$ cat config.mk
export PLATFORM = sky130hd
export DESIGN_NAME = voice_scheduler
export DESIGN_NICKNAME = d
export VERILOG_FILES = /design/src/rtl/voice_scheduler.sv
export SDC_FILE = /design/constraint.sdc
export NUM_CORES = 1
export LEC_CHECK = 0
export CORE_UTILIZATION = 50
export CTS_CLUSTER_DIAMETER = 150
export DETAILED_ROUTE_END_ITERATION = 8
export PLACE_DENSITY_LB_ADDON = 0.12
export SYNTH_ARGS = -nofsm -noshare
export SYNTH_HDL_FRONTEND = slang
export SYNTH_SLANG_ARGS = --single-unit
$ cat constraint.sdc
create_clock -name clk -period 3.89 [get_ports clk]
set_input_delay 0.5835 -clock clk [delete_from_list [all_inputs] [get_ports clk]]
set_output_delay 0.5835 -clock clk [all_outputs]
set_load 0.01 [all_outputs]
$ cat src/rtl/voice_scheduler.sv
// voice_scheduler: assigns song_reader notes to polyphonic voice slots,
// times hold and release in beats, and steals the nearest-to-finish voice.
module voice_scheduler #(
    parameter int NUM_VOICES     = 3,
    parameter int NOTE_WIDTH     = 6,
    parameter int DURATION_WIDTH = 6,
    parameter int RELEASE_BEATS  = 8
) (
    input  logic                             clk,
    input  logic                             reset,
    input  logic                             play,
    input  logic                             beat,
    input  logic                             new_note,
    input  logic [NOTE_WIDTH-1:0]            note,
    input  logic [DURATION_WIDTH-1:0]        duration,
    output logic                             note_done,
    output logic [NUM_VOICES*NOTE_WIDTH-1:0] voice_note,
    output logic [NUM_VOICES-1:0]            voice_active,
    output logic [NUM_VOICES-1:0]            voice_releasing,
    output logic [NUM_VOICES-1:0]            voice_load
);

    localparam int CW = (DURATION_WIDTH > 6) ? DURATION_WIDTH : 6;
    localparam int VW = (NUM_VOICES > 2) ? 2 : 1;
    localparam logic [CW-1:0] REL_CNT = CW'(RELEASE_BEATS);

    typedef enum logic [1:0] {
        S_IDLE = 2'd0,
        S_HOLD = 2'd1,
        S_DONE = 2'd2
    } fsm_t;

    typedef enum logic [1:0] {
        V_FREE    = 2'd0,
        V_HOLD    = 2'd1,
        V_RELEASE = 2'd2
    } vstate_t;

    fsm_t                  state_q, state_d;
    vstate_t               vstate_q [NUM_VOICES];
    vstate_t               vstate_d [NUM_VOICES];
    logic [CW-1:0]         vcount_q [NUM_VOICES];
    logic [CW-1:0]         vcount_d [NUM_VOICES];
    logic [NOTE_WIDTH-1:0] vnote_q  [NUM_VOICES];
    logic [NOTE_WIDTH-1:0] vnote_d  [NUM_VOICES];
    logic [CW-1:0]         rest_cnt_q, rest_cnt_d;
    logic [VW-1:0]         cur_q, cur_d;
    logic                  is_rest_q, is_rest_d;

    logic                  tick;
    logic                  accept;
    logic                  dur_zero;
    logic [VW-1:0]         alloc;
    logic [CW-1:0]         cur_count;
    logic                  hold_expire;

    assign tick     = beat && play;
    assign accept   = (state_q == S_IDLE) && new_note && play;
    assign dur_zero = (duration == '0);

    // Pick the target voice: lowest free slot, else the releasing voice closest to its end
    always_comb begin
        logic          found_free;
        logic          found_rel;
        logic [CW-1:0] best;
        alloc      = '0;
        found_free = 1'b0;
        found_rel  = 1'b0;
        best       = '0;
        for (int i = 0; i < NUM_VOICES; i++) begin
            if (!found_free && vstate_q[i] == V_FREE) begin
                alloc      = VW'(i);
                found_free = 1'b1;
            end
        end
        if (!found_free) begin
            for (int i = 0; i < NUM_VOICES; i++) begin
                if (vstate_q[i] == V_RELEASE &&
                    (!found_rel || vcount_q[i] < best)) begin
                    alloc     = VW'(i);
                    best      = vcount_q[i];
                    found_rel = 1'b1;
                end
            end
        end
    end

    // Remaining hold beats of whatever the FSM is currently timing
    always_comb begin
        cur_count = rest_cnt_q;
        if (!is_rest_q) begin
            cur_count = vcount_q[cur_q];
        end
        hold_expire = (state_q == S_HOLD) && tick && (cur_count == CW'(1));
    end

    // Scheduler state register
    always_ff @(posedge clk) begin
        if (reset) begin
            state_q <= S_IDLE;
        end else begin
            state_q <= state_d;
        end
    end

    // Scheduler next-state logic
    always_comb begin
        state_d = state_q;
        unique case (state_q)
            S_IDLE: begin
                if (accept) begin
                    state_d = dur_zero ? S_DONE : S_HOLD;
                end
            end
            S_HOLD: begin
                if (hold_expire) begin
                    state_d = S_DONE;
                end
            end
            S_DONE: begin
                state_d = S_IDLE;
            end
            default: begin
                state_d = S_IDLE;
            end
        endcase
    end

    // Scheduler outputs and voice status flattening
    always_comb begin
        note_done  = (state_q == S_DONE);
        voice_load = '0;
        if (accept && (note != '0)) begin
            voice_load[alloc] = 1'b1;
        end
        for (int i = 0; i < NUM_VOICES; i++) begin
            voice_note[i*NOTE_WIDTH +: NOTE_WIDTH] = vnote_q[i];
            voice_active[i]    = (vstate_q[i] != V_FREE);
            voice_releasing[i] = (vstate_q[i] == V_RELEASE);
        end
    end

    // Datapath next values: hold/release countdown, then new-note load overrides
    always_comb begin
        rest_cnt_d = rest_cnt_q;
        cur_d      = cur_q;
        is_rest_d  = is_rest_q;
        for (int i = 0; i < NUM_VOICES; i++) begin
            vstate_d[i] = vstate_q[i];
            vcount_d[i] = vcount_q[i];
            vnote_d[i]  = vnote_q[i];
            if (tick && vstate_q[i] == V_RELEASE) begin
                vcount_d[i] = vcount_q[i] - CW'(1);
                if (vcount_q[i] == CW'(1)) begin
                    vstate_d[i] = V_FREE;
                    vnote_d[i]  = '0;
                end
            end else if (tick && vstate_q[i] == V_HOLD &&
                         state_q == S_HOLD && !is_rest_q &&
                         cur_q == VW'(i)) begin
                if (vcount_q[i] == CW'(1)) begin
                    vstate_d[i] = V_RELEASE;
                    vcount_d[i] = REL_CNT;
                end else begin
                    vcount_d[i] = vcount_q[i] - CW'(1);
                end
            end
        end
        if (state_q == S_HOLD && is_rest_q && tick) begin
            rest_cnt_d = rest_cnt_q - CW'(1);
        end
        if (accept) begin
            if (note == '0) begin
                is_rest_d  = 1'b1;
                rest_cnt_d = CW'(duration);
            end else begin
                is_rest_d       = 1'b0;
                cur_d           = alloc;
                vnote_d[alloc]  = note;
                vstate_d[alloc] = dur_zero ? V_RELEASE : V_HOLD;
                vcount_d[alloc] = dur_zero ? REL_CNT : CW'(duration);
            end
        end
    end

    // Datapath registers
    always_ff @(posedge clk) begin
        if (reset) begin
            rest_cnt_q <= '0;
            cur_q      <= '0;
            is_rest_q  <= 1'b0;
            for (int i = 0; i < NUM_VOICES; i++) begin
                vstate_q[i] <= V_FREE;
                vcount_q[i] <= '0;
                vnote_q[i]  <= '0;
            end
        end else begin
            rest_cnt_q <= rest_cnt_d;
            cur_q      <= cur_d;
            is_rest_q  <= is_rest_d;
            for (int i = 0; i < NUM_VOICES; i++) begin
                vstate_q[i] <= vstate_d[i];
                vcount_q[i] <= vcount_d[i];
                vnote_q[i]  <= vnote_d[i];
            end
        end
    end

endmodule
# After elaboration in Yosys (flattened, before gate mapping)
# Memories as Yosys holds them, arrays and structs flattened. A register that Yosys moved wholly into a read port is not among the register bits.
# Index checks and enable logic that the tools add are counted.
# W data, S select, Z words.
# word_totals
regBits	11
latch_bits	0
ram_bits	42
rom_bits	0
word_cells	177
memories	3
# mem_list
name	depth	width	read_ports	rd_ports_with_merged_regs	wr	line	source
vcount_q	3	6	4	1	3	42	logic [CW-1:0] vcount_q [NUM_VOICES];
vnote_q	3	6	3	0	3	44	logic [NOTE_WIDTH-1:0] vnote_q [NUM_VOICES];
vstate_q	3	2	3	0	3	40	vstate_t vstate_q [NUM_VOICES];
# op_classes
n_addsub	4
n_mul	0
div_mod_pow	0
n_lt_le_gt_ge	6
eq_ne	16
shift	0
mux	84
bitwise_logic	11
reduce_logical	49
# op_table
operator	n
$mux W6	33
$mux W18	4
$mux W2	26
$bwmux W18	2
$logic_and A1 B1 Y1	29
$eq A6 B1 Y1 const B	4
$sub A6 B1 Y6 const B	4
$mux W1	13
$demux W6 S2	1
$logic_not A6 Y1	2
$lt A6 B6 Y1	2
$eq A2 B1 Y1 const B	5
$eq A2 B2 Y1 const B	5
$logic_not A2 Y1	5
$or A1 B1 Y1	9
$bwmux W6	1
$reduce_bool A2 Y1	3
$reduce_bool A6 Y1	1
$logic_not A1 Y1	5
$demux W2 S2	1
$ne A2 B2 Y1 const B	2
$pmux W2 S2	1
$reduce_and A2 Y1	2
$ge A3 B3 Y1 const B	1
8 further kinds	9

# Longest topological paths before layout
# logic_depth
word_depth	28
ltp_mapped	19
mapped_depth_nobuf	16

# Worst setup path before layout
# No wires, ideal clock.
# synth_timing
path_kind	register -> output
from	memory vstate_q[0][1] (netlist name)
to	output voice_load[2]
arrival_time_ns	3.543
required_ns	3.306
setup_slack_ns	-0.237
path_stages_with_launch	19
n_path_buf	4
cell_sequence	dfxtp_1 nor2b_1 buf_4 nand2_1 ha_1 a211oi_1 nand2_1 o211ai_1 buf_2 a21oi_1 a31oi_1 ha_1 a211oi_1 a22oi_1 a21boi_0 a211o_1 buf_2 buf_4 inv_1
# synth_lines
item	line	source
from (decl)	40	
to (decl)	20	output logic [NUM_VOICES-1:0] voice_load

==> flow_summary.json <==
{
  "outcome": "complete, but fails checks",
  "violations": "design-rule violations, negative setup slack",
  "drv_cap": 0,
  "hp-class": "register to register",
  "drv_slew": 0,
  "wl_met3_um": 506,
  "whs_ns": 0.464,
  "top_layer": "met4",
  "htreeDepth": 2,
  "synthMuxAreaShare_pct": 13.2,
  "first_global_vias": 3242,
  "critPathCapture": "voice_load[2]",
  "antenna_found_initial": 0,
  "yosysWarnings": 0,
  "most-common-layout-cells": "54 x dfxtp_1, 51 x buf_4, 43 x mux2i_1",
  "final_area_sq_mm": 0.00451,
  "worstSetupEndpointType": "primary output",
  "core_area_sq_mm": 0.00642,
  "final-hold-violation-count": 0,
  "synth-async-reset-ratio_pct": 0,
  "nets": 519,
  "synth-adder-area-share_pct": 6.35,
  "syn_area_sq_mm": 0.00335,
  "vias_per_cell": 5.75,
  "fmax_mhz": 235,
  "gp_congestion": 0.903,
  "r2r_start": "vstate_q[0][1]$_SDFF_PP0_",
  "timing.hold.worst_path_depth": 2,
  "vias": 3240,
  "syn-instance-count": 394,
  "reg2reg_slack_ns": 0.18,
  "portBuffers": 44,
  "synth.distinct_cells": 55,
  "crit_path_start": "vstate_q[0][1]$_SDFF_PP0_",
  "cp.arrival_ns": 3.67,
  "dp_slack_ns": -0.349,
  "grt-ovfl-total": 0,
  "postRouteAntennaNets": 0,
  "finalWorstSetupSlack_ns": -0.366,
  "drc": 2,
  "final.setup_skew_ns": 0.0120,
  "grt_pass1_wl_um": 16000,
  "startpoint_type": "register",
  "worst_r2r_endpoint": "vnote_q[0][8]$_SDFF_PP0_",
  "powerDensity_mw_per_mm2": 260,
  "cts.sinks": 55,
  "drt-total-wl_um": 9600,
  "reg2reg_depth": 19,
  "die_w_um": 83.8,
  "synth_top_family_by_area": "simple AND/OR/NAND/NOR gates",
  "period_needed_ns": 4.26,
  "start_util_pct": 52.1,
  "num_antenna_cells": 0,
  "max_slew_margin_pct": 49.7,
  "synth_ff_type": "dfxtp_1",
  "cts_tree": "done",
  "place_area_sq_mm": 0.00409,
  "wl_met1_um": 4400,
  "post_drt_wl_per_cell_um": 17.1,
  "fin_setup_tns_ns": -0.890,
  "fin_util_pct": 70.2,
  "setup_viol": 3,
  "grt_start_max_net_pins": 26,
  "worstPathRequired_ns": 3.31,
  "worst_pin_slew_ns": 0.748,
  "rsz0062_at_grt": "true",
  "first_iter_violations": 306,
  "path_max_fanout": 5,
  "crit_type": "register to primary output",
  "numCtsBuffers": 5,
  "hpwlAfterDp_um": 7030,
  "layout_commonest_cell": "dfxtp_1",
  "synth_nets": 428,
  "drt-pass1-iter-count": 6,
  "crit_path_cell_trace": "nor2b_4 -> buf_6 -> nand2_1 -> ha_1 -> o21ai_1 -> nand2b_1 -> o211ai_1 -> buf_4 -> a21oi_2 -> a31oi_1 -> ha_1 -> buf_4 -> o21a_1 -> o21ai_2 -> a22oi_2 -> a21boi_1 -> a211o_1 -> inv_2 -> buf_6",
  "yosysSeqAreaShare_pct": 32.9,
  "synth_compound_area_share_pct": 16.0,
  "drive_gt1_share_pct": 21.8,
  "clk_latency_ns": 0.32,
  "synth_edf_count": 0,
  "vdd_drop_max_uv": 201,
  "ys_ff_latch": 55,
  "syn_area_per_cell_sq_um": 8.50,
  "root_buffer": "clkbuf_8",
  "leakage_nw": 2.01,
  "slowest_stage": "dfxtp_2",
  "area_growth_pct": 34.7,
  "die_h_um": 83.8,
  "wl_met2_um": 4360,
  "fp.dieArea_sq_mm": 0.00703,
  "synthXorXnorAreaFrac_pct": 2.62,
  "cpPeakStageDelay_ns": 0.34,
  "clk_pin_slew_worst_paths_ns": 0.10,
  "synth_simple_gate_area_share_pct": 25.1,
  "pin_count": 45,
  "num_rows": 29,
  "grtUsageTotal_pct": 28.7,
  "cts_buffer_depth": 2,
  "min_period_over_period_pct": 109
}
[cells in the mapped netlist, drive strengths merged (8+ instances only)]
cell type   n  area share [%]
nand2b     17             3.2
dfxtp      55              33
nor4       10             2.8
mux2i      44              13
ha         17             6.4
nand2      45             5.0
nor3       11             1.6
a211oi      8             1.8
and3        8             1.5
a21oi      15             2.2
o21ai      18             2.8
clkbuf      8            0.90
nor2       25             2.8
inv        16             1.8
a31oi       9             1.7
[layer usage]
layer / global-route usage (%) / vias up
li1: - / 1602
met1: 37.7 / 1510
met2: 45.5 / 101
met3: 5.34 / 27
met5: 0 / -
met4: 13.2 / 0
[critical path, delay by kind of cell (launching register included)]
family                   cells  cell delay (ns)
AO/OA/AOI/OAI                9             1.39
adder cells (fa/ha/maj)      2             0.57
buffers and inverters        5             0.64
flip-flops                   1             0.34
AND/OR/NAND/NOR              3             0.41
[metrics by stage]
stage	power [mW]	cells
CTS	1.17	566
detailed placement	0.752	533
global route	1.21	563
global placement	0.749	533
floorplan	0.678	394
finish	1.17	563
[worst min-delay path by stage]
stage	startpoint	slack, ns	endpoint
after floorplan	cur_q[1]$_SDFFE_PP0P_	0.47	register
after global placement	vnote_q[0][7]$_SDFF_PP0_	0.45	vnote_q[0][7]$_SDFF_PP0_
after detailed placement	vnote_q[0][17]$_SDFF_PP0_	0.45	vnote_q[0][17]$_SDFF_PP0_
after CTS	vnote_q[0][17]$_SDFF_PP0_	0.47	vnote_q[0][17]$_SDFF_PP0_
after global routing	vnote_q[0][3]$_SDFF_PP0_	0.49	vnote_q[0][3]$_SDFF_PP0_
final	vnote_q[0][17]$_SDFF_PP0_	0.46	vnote_q[0][17]$_SDFF_PP0_
[state kept, by name, indices dropped and copies added (netlist names), named ones only]
| name | flops |
|---|---|
| rest_cnt_q | 6 |
| vstate_q | 6 |
| state_q | 2 |
| is_rest_q | 1 |
| vcount_q | 18 |
| vnote_q | 18 |
| cur_q | 2 |
[logic make-up (layout without fill, tap and decap cells)]
kind of cell    Yosys count  in the layout
simple gates            156            156
mux                      44             44
fa+ha+maj                17             17
buf+inv                  31            123
xor+xnor                 10             10
compound gates           81             81
flops                    55             55
[final cells by class]
class	count	area, sq um
Inverter	16	60.1
Fill cell	513	1910
Timing Repair Buffer	99	872
Clock inverter	2	35.0
Clock buffer	6	82.6
Tap cell	77	96.3
Multi-Input combinational cell	308	2260
Sequential cell	55	1100
[where the power goes]
part	switching (mW)	internal [mW]	leakage, nW
Combinational	0.0893	0.0909	1.50
Clock	0.196	0.209	0.0612
Sequential	0.0106	0.575	0.445
[what timing repair did]
item	in CTS	in global routing
endpoints found under the hold margin	0	0
setup buffers	24	5
gates cloned	1	0
pin swaps	23	14
hold buffers	0	0
endpoints found under the setup margin	3	36
resized for setup	43	11
Power figures use the tool's default switching activity.
